`src/rtl/noc_pkg.sv`:
```
// Shared NoC definitions: router port codes, default sizing and small helpers
// used by every router block.
package noc_pkg;

    localparam logic [2:0] PORT_LOCAL = 3'b000;
    localparam logic [2:0] PORT_E     = 3'b001;
    localparam logic [2:0] PORT_W     = 3'b010;
    localparam logic [2:0] PORT_N     = 3'b011;
    localparam logic [2:0] PORT_S     = 3'b100;
    localparam logic [2:0] PORT_NONE  = 3'b111;

    localparam int N_IN_DEF       = 5;
    localparam int DATA_WIDTH_DEF = 8;
    localparam int N_REGISTER_DEF = 3;

    // Index width that stays legal for a single requester.
    function automatic int idx_width(input int n);
        return (n > 1) ? $clog2(n) : 1;
    endfunction

endpackage

```
`src/rtl/output_arbiter_if.sv`:
```
// Bundle between one output arbiter and its neighbours: requests and flits
// from the input controllers, grants back, flit and flow control to the link.
interface output_arbiter_if
    import noc_pkg::*;
#(
    parameter int N_IN       = N_IN_DEF,
    parameter int DATA_WIDTH = DATA_WIDTH_DEF
);

    logic [N_IN-1:0]            req;
    logic [N_IN*DATA_WIDTH-1:0] data_in;
    logic [N_IN-1:0]            gnt;
    logic [DATA_WIDTH-1:0]      data_out;
    logic                       out_valid;
    logic                       credit_in;
    logic                       down_full;
    logic                       err;

    modport master (
        input  req, data_in, credit_in, down_full,
        output gnt, data_out, out_valid, err
    );

    modport slave (
        output req, data_in, credit_in, down_full,
        input  gnt, data_out, out_valid, err
    );

endinterface

```
`src/rtl/rr_pick.sv`:
```
// Combinational round-robin picker: first set request at or above ptr_i,
// wrapping from the top index back to zero.
module rr_pick
    import noc_pkg::*;
#(
    parameter  int N_IN  = N_IN_DEF,
    localparam int IDX_W = idx_width(N_IN)
) (
    input  logic [N_IN-1:0]  req_i,
    input  logic [IDX_W-1:0] ptr_i,
    output logic [N_IN-1:0]  gnt_o,
    output logic [IDX_W-1:0] idx_o,
    output logic             valid_o
);

    function automatic logic [IDX_W-1:0] wrap_idx(input logic [IDX_W-1:0] base, input int k);
        int s;
        s = int'(base) + k;
        if (s >= N_IN) s = s - N_IN;
        return IDX_W'(s);
    endfunction

    logic [IDX_W-1:0] cand;

    always_comb begin
        // NOTE: every output gets a default first so no path leaves a latch behind.
        gnt_o   = '0;
        idx_o   = '0;
        valid_o = 1'b0;
        cand    = '0;
        for (int k = 0; k < N_IN; k++) begin
            cand = wrap_idx(ptr_i, k);
            if (!valid_o && req_i[cand]) begin
                valid_o     = 1'b1;
                idx_o       = cand;
                gnt_o[cand] = 1'b1;
            end
        end
    end

endmodule

```
`src/rtl/output_arbiter.sv`:
```
// Round-robin arbiter for one router output port with a two-stage grant/capture
// pipeline. Define OUTPUT_ARB_CREDIT_EN for credit flow control; otherwise down_full gates grants.
module output_arbiter
    import noc_pkg::*;
#(
    parameter int                    DATA_WIDTH = DATA_WIDTH_DEF,
    parameter int                    N_IN       = N_IN_DEF,
    parameter int                    N_REGISTER = N_REGISTER_DEF,
    parameter logic [N_REGISTER-1:0] PORT_ID    = N_REGISTER'(PORT_LOCAL),
    parameter int                    CREDITS    = 4
) (
    input  logic             clk,
    input  logic             rst,
    output_arbiter_if.master bus
);

    localparam int IDX_W = idx_width(N_IN);

    // The port code only identifies the instance; the datapath is identical for every port.
    localparam logic [N_REGISTER-1:0] unused_port_id = PORT_ID;

    logic [IDX_W-1:0]      ptr_q, ptr_d;
    logic [IDX_W-1:0]      sel_q;
    logic                  sel_v_q;
    logic [DATA_WIDTH-1:0] data_out_q, data_out_d;
    logic                  out_valid_q;

    logic                  can_send;
    logic                  grant;
    logic [N_IN-1:0]       pick_gnt;
    logic [IDX_W-1:0]      pick_idx;
    logic                  pick_valid;

    rr_pick #(.N_IN(N_IN)) u_pick (
        .req_i   (bus.req),
        .ptr_i   (ptr_q),
        .gnt_o   (pick_gnt),
        .idx_o   (pick_idx),
        .valid_o (pick_valid)
    );

    // Gating with rst drops gnt the moment reset asserts, not at the next edge.
    assign grant   = rst && can_send && pick_valid;
    assign bus.gnt = grant ? pick_gnt : '0;
    assign ptr_d   = (pick_idx == IDX_W'(N_IN - 1)) ? '0 : pick_idx + IDX_W'(1);

    always_comb begin
        data_out_d = '0;
        if (sel_v_q) data_out_d = bus.data_in[int'(sel_q)*DATA_WIDTH +: DATA_WIDTH];
    end

    always_ff @(posedge clk or negedge rst) begin
        if (!rst) begin
            ptr_q       <= '0;
            sel_q       <= '0;
            sel_v_q     <= 1'b0;
            data_out_q  <= '0;
            out_valid_q <= 1'b0;
        end else begin
            // NOTE: non-blocking updates let every register see pre-edge values of the others.
            if (grant) begin
                ptr_q <= ptr_d;
                sel_q <= pick_idx;
            end
            sel_v_q     <= grant;
            data_out_q  <= data_out_d;
            out_valid_q <= sel_v_q;
        end
    end

    assign bus.data_out  = data_out_q;
    assign bus.out_valid = out_valid_q;

`ifdef OUTPUT_ARB_CREDIT_EN
    localparam int                CNT_W   = $clog2(CREDITS + 1);
    localparam logic [CNT_W-1:0] CNT_MAX = CNT_W'(CREDITS);

    logic [CNT_W-1:0] credit_q;
    logic             err_q;
    logic             unused_flow;

    assign can_send    = (credit_q != '0);
    assign unused_flow = bus.down_full;

    // A grant and a returned credit on the same edge cancel out.
    always_ff @(posedge clk or negedge rst) begin
        if (!rst) begin
            credit_q <= CNT_MAX;
            err_q    <= 1'b0;
        end else begin
            if (bus.credit_in && (credit_q == CNT_MAX)) err_q <= 1'b1;
            unique case ({grant, bus.credit_in})
                2'b10:   credit_q <= credit_q - CNT_W'(1);
                2'b01:   if (credit_q != CNT_MAX) credit_q <= credit_q + CNT_W'(1);
                default: credit_q <= credit_q;
            endcase
        end
    end

    assign bus.err = err_q;
`else
    logic unused_flow;

    assign can_send    = !bus.down_full;
    assign unused_flow = bus.credit_in;
    assign bus.err     = 1'b0;
`endif

endmodule

```
`src/flat_wrapper.sv`:
```
// flat-port wrapper written by rule: the top's interface ports become plain ports
module output_arbiter_flat import noc_pkg::*;
#(
    parameter int                    DATA_WIDTH = DATA_WIDTH_DEF,
    parameter int                    N_IN       = N_IN_DEF,
    parameter int                    N_REGISTER = N_REGISTER_DEF,
    parameter logic [N_REGISTER-1:0] PORT_ID    = N_REGISTER'(PORT_LOCAL),
    parameter int                    CREDITS    = 4
)
  (clk, rst, bus_req, bus_data_in, bus_credit_in, bus_down_full, bus_gnt, bus_data_out, bus_out_valid, bus_err);
  output_arbiter_if #(.N_IN(N_IN), .DATA_WIDTH(DATA_WIDTH)) bus_i ();
  input  logic clk;
  input  logic rst;
  input wire logic [$bits(bus_i.req)-1:0] bus_req;
  input wire logic [$bits(bus_i.data_in)-1:0] bus_data_in;
  input wire logic [$bits(bus_i.credit_in)-1:0] bus_credit_in;
  input wire logic [$bits(bus_i.down_full)-1:0] bus_down_full;
  output wire logic [$bits(bus_i.gnt)-1:0] bus_gnt;
  output wire logic [$bits(bus_i.data_out)-1:0] bus_data_out;
  output wire logic [$bits(bus_i.out_valid)-1:0] bus_out_valid;
  output wire logic [$bits(bus_i.err)-1:0] bus_err;
  assign bus_i.req = bus_req;
  assign bus_i.data_in = bus_data_in;
  assign bus_i.credit_in = bus_credit_in;
  assign bus_i.down_full = bus_down_full;
  assign bus_gnt = bus_i.gnt;
  assign bus_data_out = bus_i.data_out;
  assign bus_out_valid = bus_i.out_valid;
  assign bus_err = bus_i.err;
  output_arbiter #(.DATA_WIDTH(DATA_WIDTH), .N_IN(N_IN), .N_REGISTER(N_REGISTER), .PORT_ID(PORT_ID), .CREDITS(CREDITS)) u_core (.clk(clk), .rst(rst), .bus(bus_i));
endmodule
```
`config.mk`:
```
export PLATFORM = sky130hd
export DESIGN_NAME = output_arbiter_flat
export DESIGN_NICKNAME = d
export VERILOG_FILES = /design/src/rtl/noc_pkg.sv /design/src/rtl/output_arbiter_if.sv /design/src/rtl/rr_pick.sv /design/src/rtl/output_arbiter.sv /design/src/flat_wrapper.sv
export SDC_FILE = /design/constraint.sdc
export NUM_CORES = 1
export LEC_CHECK = 0
export BUFFER_PORTS_ARGS = -buffer_cell sky130_fd_sc_hd__clkbuf_2
export CAP_MARGIN = 10
export CORE_MARGIN = 2
export CORE_UTILIZATION = 35
export CTS_CLUSTER_DIAMETER = 40
export DETAILED_ROUTE_END_ITERATION = 8
export PLACE_DENSITY = 0.57
export RECOVER_POWER = 25
export REMOVE_ABC_BUFFERS = 1
export SYNTH_ARGS = -nofsm -noshare
export SYNTH_HDL_FRONTEND = slang
export SYNTH_SLANG_ARGS = --single-unit
export TNS_END_PERCENT = 5
```
`constraint.sdc`:
```
create_clock -name clk -period 4.8 [get_ports clk]
set_input_delay 0.24 -clock clk [delete_from_list [all_inputs] [get_ports clk]]
set_output_delay 0.24 -clock clk [all_outputs]
set_load 0.01 [all_outputs]
```
==> impl_results.md, run 1 <==
- Initial cell density of the core: 36.3%
- Die W: roughly 85 um
- TritonCTS clock tree: yes
- Worst-margin pin slew: about 900 ps
- DIE HEIGHT: 85.4 um
- Most used flip-flop cell after synthesis: sky130_fd_sc_hd__dfrtp_1
- Fraction of the yosys area taken by sequential cells: between 10% and 20%
- CTS buffer count: 3
- Reg clk slew, reported paths: 70 ps
- Number of nets at the end of the flow: around 380
- Number of clock sinks: 16
- Cell row count: 29
- CTS Buffer Depth: 2
- Ys Warns: 0
- Final critical-path share of the clock period: 81.7%
- Core Footprint: 0.00639 mm2
- Post-synthesis instance area: around 0.0023 mm2
- Type of element capturing the critical path: primary output
- Largest net degree at the start of global routing: 32
- # placed instances: 392
- Buffer cell driving the clock tree root: sky130_fd_sc_hd__clkbuf_8
- Synth area leader: sky130_fd_sc_hd__dfrtp_1
- Post-synth cell types: 82
- Antenna cells: 0
- Number of max-capacitance violations reported: 0
- Hold buffers post-CTS: 1
- Per-instance average area after synthesis: 8.74 um2
- Critical-path maximum fanout: 13
- First-pass detailed-route iteration total: 6
- Final worst setup slack: slightly below 900 ps
- Top cells by area, synth: sky130_fd_sc_hd__dfrtp_1 (17%), sky130_fd_sc_hd__mux4_2 (7.8%), sky130_fd_sc_hd__ha_1 (5.9%)
- Arrival @ worst endpoint: 3680 ps
- Gate Count Post-Synth: 265
- Drt via density: 6.06
- Number of placed I/O pins: 64
- Total count of hold-check failures in the final report: 0
- Post-synth EDFFs: 0
- Required time at the worst-slack endpoint: approximately 4600 ps
- Post-layout minimum cycle time: 3920 ps
- Drc violations: 0
- Critical Path Source Type: flop
- Weighted congestion at the end of routability-driven global placement: just over 0.9
- Skew final: 2.05 ps
- Overall track demand over capacity in global routing: 18.2%
- Worst skew pair latency: 250 ps
- Most frequent standard cell in the layout excluding fill and tap cells: sky130_fd_sc_hd__clkbuf_2
- Pins Over Slew Limit: 0
- Relative area change from synthesis to final layout: 17.0%
- Final setup TNS: 0 ps
- CTS H-tree lvls: 1
- Share of the synthesized area in the top cell type: between 10% and 20%
- RSZ-0062 raised after global routing: no
- Type of the worst min-delay path: input pin to flop
- Sum of net half-perimeters after detailed placement: 5140 um
- Count of input and output buffers: 61
- Initial drt markers: 131
- Worst Setup Slack post-DPL: 1150 ps
- Initial antenna violation count: 0
- Vias in the first global route: 2198
- Fraction of layout instances using a drive strength above 1: 31.9%
- Outcome: completed
- Number of endpoints failing setup at the final stage: 0
- Final routed wirelength across all metal layers: approximately 6700 um
- Die ar.: between 0.007 and 0.008 mm2
- Worst-case headroom to the max-slew limit: 37.7%
- Classification of the worst setup path: flop to primary output
- Total overflow reported by the global router: 0
- Resized Gates After CTS: 0
- Post-CTS Setup Inserts: 0
- Number of flip-flops and latches in the synthesized netlist: 16
- Post-DR wirelength/cell: 16.8 um
- Non-filler instance count after layout: a little under 400
- Global-route wire length before repair: 11000 um
- Antenna Violating Nets Remaining: 0
- DR vias: ~2400
- Commonest cells after routing, fill and taps aside: sky130_fd_sc_hd__clkbuf_2 (60), sky130_fd_sc_hd__nor2_1 (20), sky130_fd_sc_hd__a21oi_1 (16), sky130_fd_sc_hd__dfrtp_1 (16)
- Async set-reset flop share out of synthesis: 100%
- Fill cell count: 649
- Max Clk Rate: about 0.25 GHz
-- synthesized netlist by cell type, types with 2 or more instances --
| library cell | n |
|---|---|
| sky130_fd_sc_hd__inv_1 | 10 |
| sky130_fd_sc_hd__nor2b_2 | 2 |
| sky130_fd_sc_hd__nor2_1 | 20 |
| sky130_fd_sc_hd__a311oi_1 | 3 |
| sky130_fd_sc_hd__nand3_1 | 14 |
| sky130_fd_sc_hd__o21ai_0 | 5 |
| sky130_fd_sc_hd__a21o_1 | 4 |
| sky130_fd_sc_hd__clkbuf_1 | 5 |
| sky130_fd_sc_hd__nor2b_1 | 14 |
| sky130_fd_sc_hd__and3_1 | 2 |
| sky130_fd_sc_hd__o31ai_1 | 2 |
| sky130_fd_sc_hd__buf_6 | 5 |
| sky130_fd_sc_hd__buf_2 | 3 |
| sky130_fd_sc_hd__nand2_1 | 12 |
| sky130_fd_sc_hd__o21ai_1 | 3 |
| sky130_fd_sc_hd__a31oi_1 | 7 |
| sky130_fd_sc_hd__o22ai_1 | 2 |
| sky130_fd_sc_hd__nand2b_1 | 4 |
| sky130_fd_sc_hd__o21bai_1 | 2 |
| sky130_fd_sc_hd__xnor2_1 | 5 |
| sky130_fd_sc_hd__nand4_1 | 5 |
| sky130_fd_sc_hd__o41ai_1 | 2 |
| sky130_fd_sc_hd__mux2i_1 | 4 |
| sky130_fd_sc_hd__nor3_1 | 6 |
| sky130_fd_sc_hd__dfrtp_1 | 16 |
| sky130_fd_sc_hd__a21oi_1 | 16 |
| sky130_fd_sc_hd__a21boi_0 | 2 |
| sky130_fd_sc_hd__a22oi_1 | 10 |
| sky130_fd_sc_hd__buf_4 | 3 |
| sky130_fd_sc_hd__or3_1 | 2 |
| sky130_fd_sc_hd__and2_1 | 3 |
| sky130_fd_sc_hd__mux4_2 | 8 |
| sky130_fd_sc_hd__mux2_4 | 2 |
| sky130_fd_sc_hd__nand3b_1 | 2 |
| sky130_fd_sc_hd__inv_2 | 3 |
| sky130_fd_sc_hd__ha_1 | 11 |
-- final timing paths --
path                            startpoint  depth (start not counted)                     end  slack (ps)
max                        u_core.ptr_q[0]                         13              bus_gnt[3]         880
min                        bus_data_in[35]                          3  u_core.bus.data_out[3]         260
max reg2reg                u_core.ptr_q[1]                         13         u_core.ptr_q[2]        1090
min reg2reg                u_core.sel_q[2]                          1         u_core.sel_q[2]         490
max in group asynchronous              rst                          2         u_core.ptr_q[2]        3600
min in group asynchronous              rst                          2  u_core.bus.data_out[4]         640
-- stage by stage --
stage	cell area (um2)	hold slack (ps)	util, %
after detailed placement	2650	195	41.5
final	2710	258	42.5
after global routing	2710	267	42.5
after CTS	2710	261	42.5
after floorplan	2200	-55.6	-
after global placement	2650	198	41.5
-- worst max-delay path: stages (launching register included) --
cell and delay (ps):
sky130_fd_sc_hd__dfrtp_1 390, sky130_fd_sc_hd__inv_2 230, sky130_fd_sc_hd__ha_1 190, sky130_fd_sc_hd__inv_1 40, sky130_fd_sc_hd__fa_1 410, sky130_fd_sc_hd__a21o_1 320
sky130_fd_sc_hd__mux2_4 370, sky130_fd_sc_hd__a222oi_1 220, sky130_fd_sc_hd__o21ai_1 150, sky130_fd_sc_hd__nand4b_4 240, sky130_fd_sc_hd__nor2_1 270, sky130_fd_sc_hd__nand4_1 170
sky130_fd_sc_hd__a31oi_1 250, sky130_fd_sc_hd__clkbuf_2 180
-- cells by family (layout without fill, tap and decap cells) --
| group | Yosys count | count (layout) | share of synthesized area [%] |
|---|---|---|---|
| simple gates | 93 | 93 | 22.4 |
| compound gates | 91 | 91 | 32.2 |
| buf+inv | 31 | 86 | 7.29 |
| flops | 16 | 16 | 17.3 |
| mux | 15 | 15 | 11.3 |
| fa+ha+maj | 12 | 12 | 6.80 |
| xor+xnor | 6 | 6 | 2.59 |
| other cells | 1 | 1 | 0.162 |
-- final cells by class --
class	count	area, um2	share of cell area [%]
timing repair buffer	68	359	13.2
sequential	16	400	14.8
inverter	14	52.6	1.94
clock buffer	4	55.1	2.03
multi-input combinational	218	1750	64.5
tap	77	96.3	3.55
-- sequential cells by signal, summed over array words and instances, names as in the netlist --
register,flops
u_core.bus.data_out,8
u_core.ptr_q,3
u_core.sel_q,3
u_core.bus.out_valid,1
u_core.sel_v_q,1
-- metal layers --
metal	GRT usage [%]	vias up	routed length, um
li1	-	1133	-
met1	24.9	1118	2850
met2	30.0	136	3070
met3	2.43	18	571
met4	5.48	0	189
met5	0	-	0
Power of run 1 is not shown: default switching activity piles up to over one toggle a cycle in this logic, so the estimate is an artifact.
==> inputs of run 2 (changes only) <==
--- a/config.mk
+++ b/config.mk
@@ -11,7 +11,7 @@
 export CORE_UTILIZATION = 35
 export CTS_CLUSTER_DIAMETER = 40
 export DETAILED_ROUTE_END_ITERATION = 8
-export PLACE_DENSITY = 0.57
+export PLACE_DENSITY = 0.59
 export RECOVER_POWER = 25
 export REMOVE_ABC_BUFFERS = 1
 export SYNTH_ARGS = -nofsm -noshare
==> constraint.sdc (replaced) <==
create_clock -name clk -period 3.2 [get_ports clk]
set_input_delay 0.16 -clock clk [delete_from_list [all_inputs] [get_ports clk]]
set_output_delay 0.16 -clock clk [all_outputs]
set_load 0.01 [all_outputs]
==> impl_results.md, run 2 (synthesis gave the netlist of run 1 again) <==
- Outcome: finished, violations left
- Violated checks: negative setup slack
- DR vias: ~2600
- Worst skew pair latency: 240 ps
- CTS H-tree lvls: 1
- Most frequent standard cell in the layout excluding fill and tap cells: sky130_fd_sc_hd__clkbuf_2
- Reg clk slew, reported paths: 60 ps
- # placed instances: 440
- Antenna cells: 0
- Number of max-capacitance violations reported: 0
- FF-to-FF Start: u_core.ptr_q[0]
- Worst-margin pin slew: approximately 980 ps
- First-pass detailed-route iteration total: 4
- Worst-case headroom to the max-slew limit: 34.4%
- Total overflow reported by the global router: 0
- Drt via density: 5.76
- TritonCTS clock tree: yes
- Vias in the first global route: 2441
- Buffer cell driving the clock tree root: sky130_fd_sc_hd__clkbuf_8
- Commonest cells after routing, fill and taps aside: sky130_fd_sc_hd__clkbuf_2 (59), sky130_fd_sc_hd__buf_4 (56), sky130_fd_sc_hd__nor2_1 (18)
- Core Footprint: 0.00639 mm2
- Drc violations: 0
- Number of nets at the end of the flow: 434
- Number of clock sinks: 16
- Fraction of layout instances using a drive strength above 1: between 40% and 50%
- Arrival @ worst endpoint: 3240 ps
- Number of placed I/O pins: 64
- Pins Over Slew Limit: 0
- Initial drt markers: 127
- Weighted congestion at the end of routability-driven global placement: between 1 and 1.5
- Overall track demand over capacity in global routing: 20.1%
- Type of the worst min-delay path: input pin to flop
- Initial antenna violation count: 0
- Global-route wire length before repair: 11900 um
- Number of endpoints failing setup at the final stage: 9
- RSZ-0062 raised after global routing: yes
- Relative area change from synthesis to final layout: 39.0%
- Non-filler instance count after layout: 448
- Worst setup path start: u_core.ptr_q[0]
- Classification of the worst setup path: flop to primary output
- Final routed wirelength across all metal layers: 7570 um
- Total count of hold-check failures in the final report: 0
- Post-DR wirelength/cell: 16.9 um
- Type of element capturing the critical path: primary output
- Max reg flops: 8
- Antenna Violating Nets Remaining: 0
- DIE HEIGHT: 85.4 um
- Die W: 85.4 um
- Required time at the worst-slack endpoint: 3040 ps
- End-of-flow core utilization: between 50% and 60%
- Max Clk Rate: 0.294 GHz
- Hold_sp: bus_data_in[35]
- CTS Buffer Depth: 2
- Critical Path Source Type: flop
- Initial cell density of the core: 36.3%
- Largest net degree at the start of global routing: 18
- Final critical-path share of the clock period: 106%
- Cell row count: 29
- Final setup TNS: -1150 ps
- Final worst setup slack: -202 ps
- CTS buffer count: 3
- Count of input and output buffers: 61
- Post-layout minimum cycle time: roughly 3400 ps
- Skew final: 1.95 ps
- Critical-path maximum fanout: 4
- Sum of net half-perimeters after detailed placement: 6090 um
- Die ar.: around 0.0073 mm2
run 2: critical path: stages (launching register included):
cell and delay [ps]:
sky130_fd_sc_hd__dfrtp_1 390, sky130_fd_sc_hd__inv_2 90, sky130_fd_sc_hd__ha_4 130, sky130_fd_sc_hd__inv_2 40, sky130_fd_sc_hd__fa_2 410, sky130_fd_sc_hd__a21o_4 220
sky130_fd_sc_hd__mux2_4 310, sky130_fd_sc_hd__a222oi_1 320, sky130_fd_sc_hd__o21ai_2 130, sky130_fd_sc_hd__nand4b_4 190, sky130_fd_sc_hd__buf_6 150, sky130_fd_sc_hd__nor2_4 130
sky130_fd_sc_hd__nand4_1 140, sky130_fd_sc_hd__a31oi_1 190, sky130_fd_sc_hd__clkbuf_2 160
run 2: metrics by stage:
step | area (um2) | hold slack (ps) | worst slack, ps
6_report | 3220 | 186 | -202
5_1_grt | 3220 | 203 | -362
4_1_cts | 3130 | 186 | -197
3_5_place_dp | 3010 | 106 | -129
3_3_place_gp | 3010 | 107 | -85.9
2_1_floorplan | 2200 | -136 | -573
run 2: worst paths after layout:
kind,end,slack [ps],depth (start not counted)
worst min-delay path,u_core.bus.data_out[3],190,3
worst min register to register,u_core.sel_q[2],490,1
worst max-delay path,bus_gnt[1],-200,14
worst max register to register,u_core.ptr_q[2],-140,16
max in group asynchronous,u_core.ptr_q[1],2070,2
min in group asynchronous,u_core.bus.data_out[3],540,2
run 2: layer usage:
metal | GRT usage (%) | wire length (um) | vias up
met1 | 26.5 | 3190 | 1240
met2 | 35.9 | 3830 | 100
met5 | 0 | 0 | -
met4 | 3.32 | 55 | 0
met3 | 2.24 | 501 | 6
li1 | - | - | 1233
run 2: cell type report:
type / count / area [um2]
sequential: 16 / 402
inverter: 14 / 52.6
tap: 77 / 96.3
timing repair buffer: 120 / 757
clock buffer: 3 / 41.3
multi-input combinational: 218 / 1870
fill: 618 / 3160
run 2: timing repair:
action / 4_1_cts / 5_1_grt
setup buffers: 3 / 1
pin swaps: 4 / 9
hold endpoints to repair: 16 / 0
hold buffers: 1 / 0
resized for setup: 13 / 22
setup endpoints to repair: 9 / 11
Power of run 2 is left out for the same reason.
==> inputs of run 3 (changes only) <==
--- a/config.mk
+++ b/config.mk
@@ -11,6 +11,7 @@
 export CORE_UTILIZATION = 35
 export CTS_CLUSTER_DIAMETER = 40
 export DETAILED_ROUTE_END_ITERATION = 8
+export MAX_ROUTING_LAYER = met4
 export PLACE_DENSITY = 0.59
 export RECOVER_POWER = 25
 export REMOVE_ABC_BUFFERS = 1
==> impl_results.md, run 3 (synthesis gave the netlist of run 1 again) <==
- Violated checks: negative setup slack
- Worst skew pair latency: about 240 ps
- Classification of the worst setup path: flop to flop
- Number of clock sinks: 16
- Worst Setup Slack post-DPL: -128 ps
- RSZ-0062 raised after global routing: yes
- Die ar.: 0.00729 mm2
- Type of element capturing the critical path: flop
- Skew final: 0.281 ps
- CTS buffer count: 3
- TritonCTS clock tree: yes
- CTS Buffer Depth: 2
- Fraction of layout instances using a drive strength above 1: 46.8%
- Antenna Violating Nets Remaining: 0
- Arrival @ worst endpoint: 3510 ps
- Met2 wirelength from detailed routing: between 3000 and 4000 um
- Routed length on met3: 461 um
- Number of max-capacitance violations reported: 0
- Worst-case headroom to the max-slew limit: a little under two fifths
- DIE HEIGHT: between 80 and 90 um
- Drc violations: 0
- Critical-path maximum fanout: 4
- Number of endpoints failing setup at the final stage: 9
- Worst-margin pin slew: 929 ps
- Post-DR wirelength/cell: 16.4 um
- Reg clk slew, reported paths: 60 ps
- Type of the worst min-delay path: input pin to flop
- Initial antenna violation count: 0
- Buffer cell driving the clock tree root: sky130_fd_sc_hd__clkbuf_8
- Weighted congestion at the end of routability-driven global placement: 1.08
- Flop-to-flop setup slack: -180 ps
- Sequential Area: 402 um2
- Global-route wire length before repair: 11600 um
- Initial cell density of the core: between 30 and 40%
- Outcome: finished, violations left
- Final critical-path share of the clock period: 106%
- Commonest cells after routing, fill and taps aside: sky130_fd_sc_hd__buf_4 (59), sky130_fd_sc_hd__clkbuf_2 (58), sky130_fd_sc_hd__nor2_1 (17)
- Worst hold-check slack: 195 ps
- Highest metal used: met4
- FF-to-FF Start: u_core.ptr_q[0]
- Final worst setup slack: -182 ps
- Required time at the worst-slack endpoint: approximately 3300 ps
- Number of nets at the end of the flow: around 440
- Relative area change from synthesis to final layout: 38.1%
- Critical Path Source Type: flop
- Overall track demand over capacity in global routing: approximately 20%
- Fill cell count: approximately 640
- Max Clk Rate: 0.296 GHz
- Sum of net half-perimeters after detailed placement: 5890 um
- Hold_sp: bus_data_in[33]
- Area post-placement: 0.00303 mm2
- Post-layout minimum cycle time: roughly 3400 ps
- Die W: 85.4 um
- Design area: 0.00320 mm2
- Initial drt markers: 164
- Final routed wirelength across all metal layers: 7390 um
- Worst setup path start: u_core.ptr_q[0]
- Vias in the first global route: 2433
- DR vias: 2544
- Total count of hold-check failures in the final report: 0
- Core Footprint: 0.00639 mm2
- Total overflow reported by the global router: 0
- Pins Over Slew Limit: 0
- Drt via density: 5.64
- First-pass detailed-route iteration total: 5
- Cell row count: 29
- CTS H-tree lvls: 1
- Number of placed I/O pins: 64
- Max reg flops: 8
- Largest net degree at the start of global routing: 23
- Antenna cells: 0
- Most frequent standard cell in the layout excluding fill and tap cells: sky130_fd_sc_hd__buf_4
- Area occupied by multi-input gates: 0.00183 mm2
- Wire length the detailed router placed on met1: 3260 um
- Count of input and output buffers: between 60 and 70
run 3: repair_timing:
action | 4_1_cts | 5_1_grt
gates resized for setup | 15 | 13
setup endpoints to repair | 8 | 10
hold buffers | 1 | 0
pin swaps | 2 | 8
hold endpoints to repair | 16 | 0
buffers inserted | 3 | 1
run 3: area by class of cell:
type | count | share of cell area [%]
Inverter | 14 | 1.64
Multi-Input combinational cell | 218 | 57.2
Clock buffer | 3 | 1.29
Tap cell | 77 | 3.01
Sequential cell | 16 | 12.5
Timing Repair Buffer | 123 | 24.4
run 3: per-stage QoR:
stage               std cells  util, %  setup TNS [ps]
floorplan                 248        -           -4710
global placement          443     47.5            -442
detailed placement        443     47.5            -332
CTS                       450     49.5            -640
global route              451     50.1           -2170
finish                    451     50.1           -1190
run 3: routing by layer:
layer / global-route usage, % / vias to the layer above
li1: - / 1240
met5: - / -
met3: 2.14 / 8
met4: 4.33 / 0
met1: 26.8 / 1188
met2: 33.6 / 108
run 3: path summary, 6_finish.rpt:
path,cells after the start,end
max,16,u_core.ptr_q[2]
min,3,u_core.bus.data_out[1]
max reg2reg,16,u_core.ptr_q[2]
min reg2reg,1,u_core.sel_q[2]
max in group asynchronous,2,u_core.ptr_q[1]
min in group asynchronous,2,u_core.bus.data_out[3]
run 3: critical path, stage by stage, from the launching register on:
cell and delay [ps]:
sky130_fd_sc_hd__dfrtp_1 390, sky130_fd_sc_hd__inv_2 100, sky130_fd_sc_hd__ha_4 130, sky130_fd_sc_hd__inv_2 30, sky130_fd_sc_hd__fa_2 410, sky130_fd_sc_hd__a21o_1 220, sky130_fd_sc_hd__mux2_4 320, sky130_fd_sc_hd__a222oi_1 270
sky130_fd_sc_hd__o21ai_1 170, sky130_fd_sc_hd__nand4b_4 210, sky130_fd_sc_hd__buf_4 160, sky130_fd_sc_hd__o32a_4 380, sky130_fd_sc_hd__inv_1 60, sky130_fd_sc_hd__ha_2 180, sky130_fd_sc_hd__nor2_1 50, sky130_fd_sc_hd__mux2i_1 120
sky130_fd_sc_hd__a21oi_1 80
Power of run 3 is left out for the same reason.
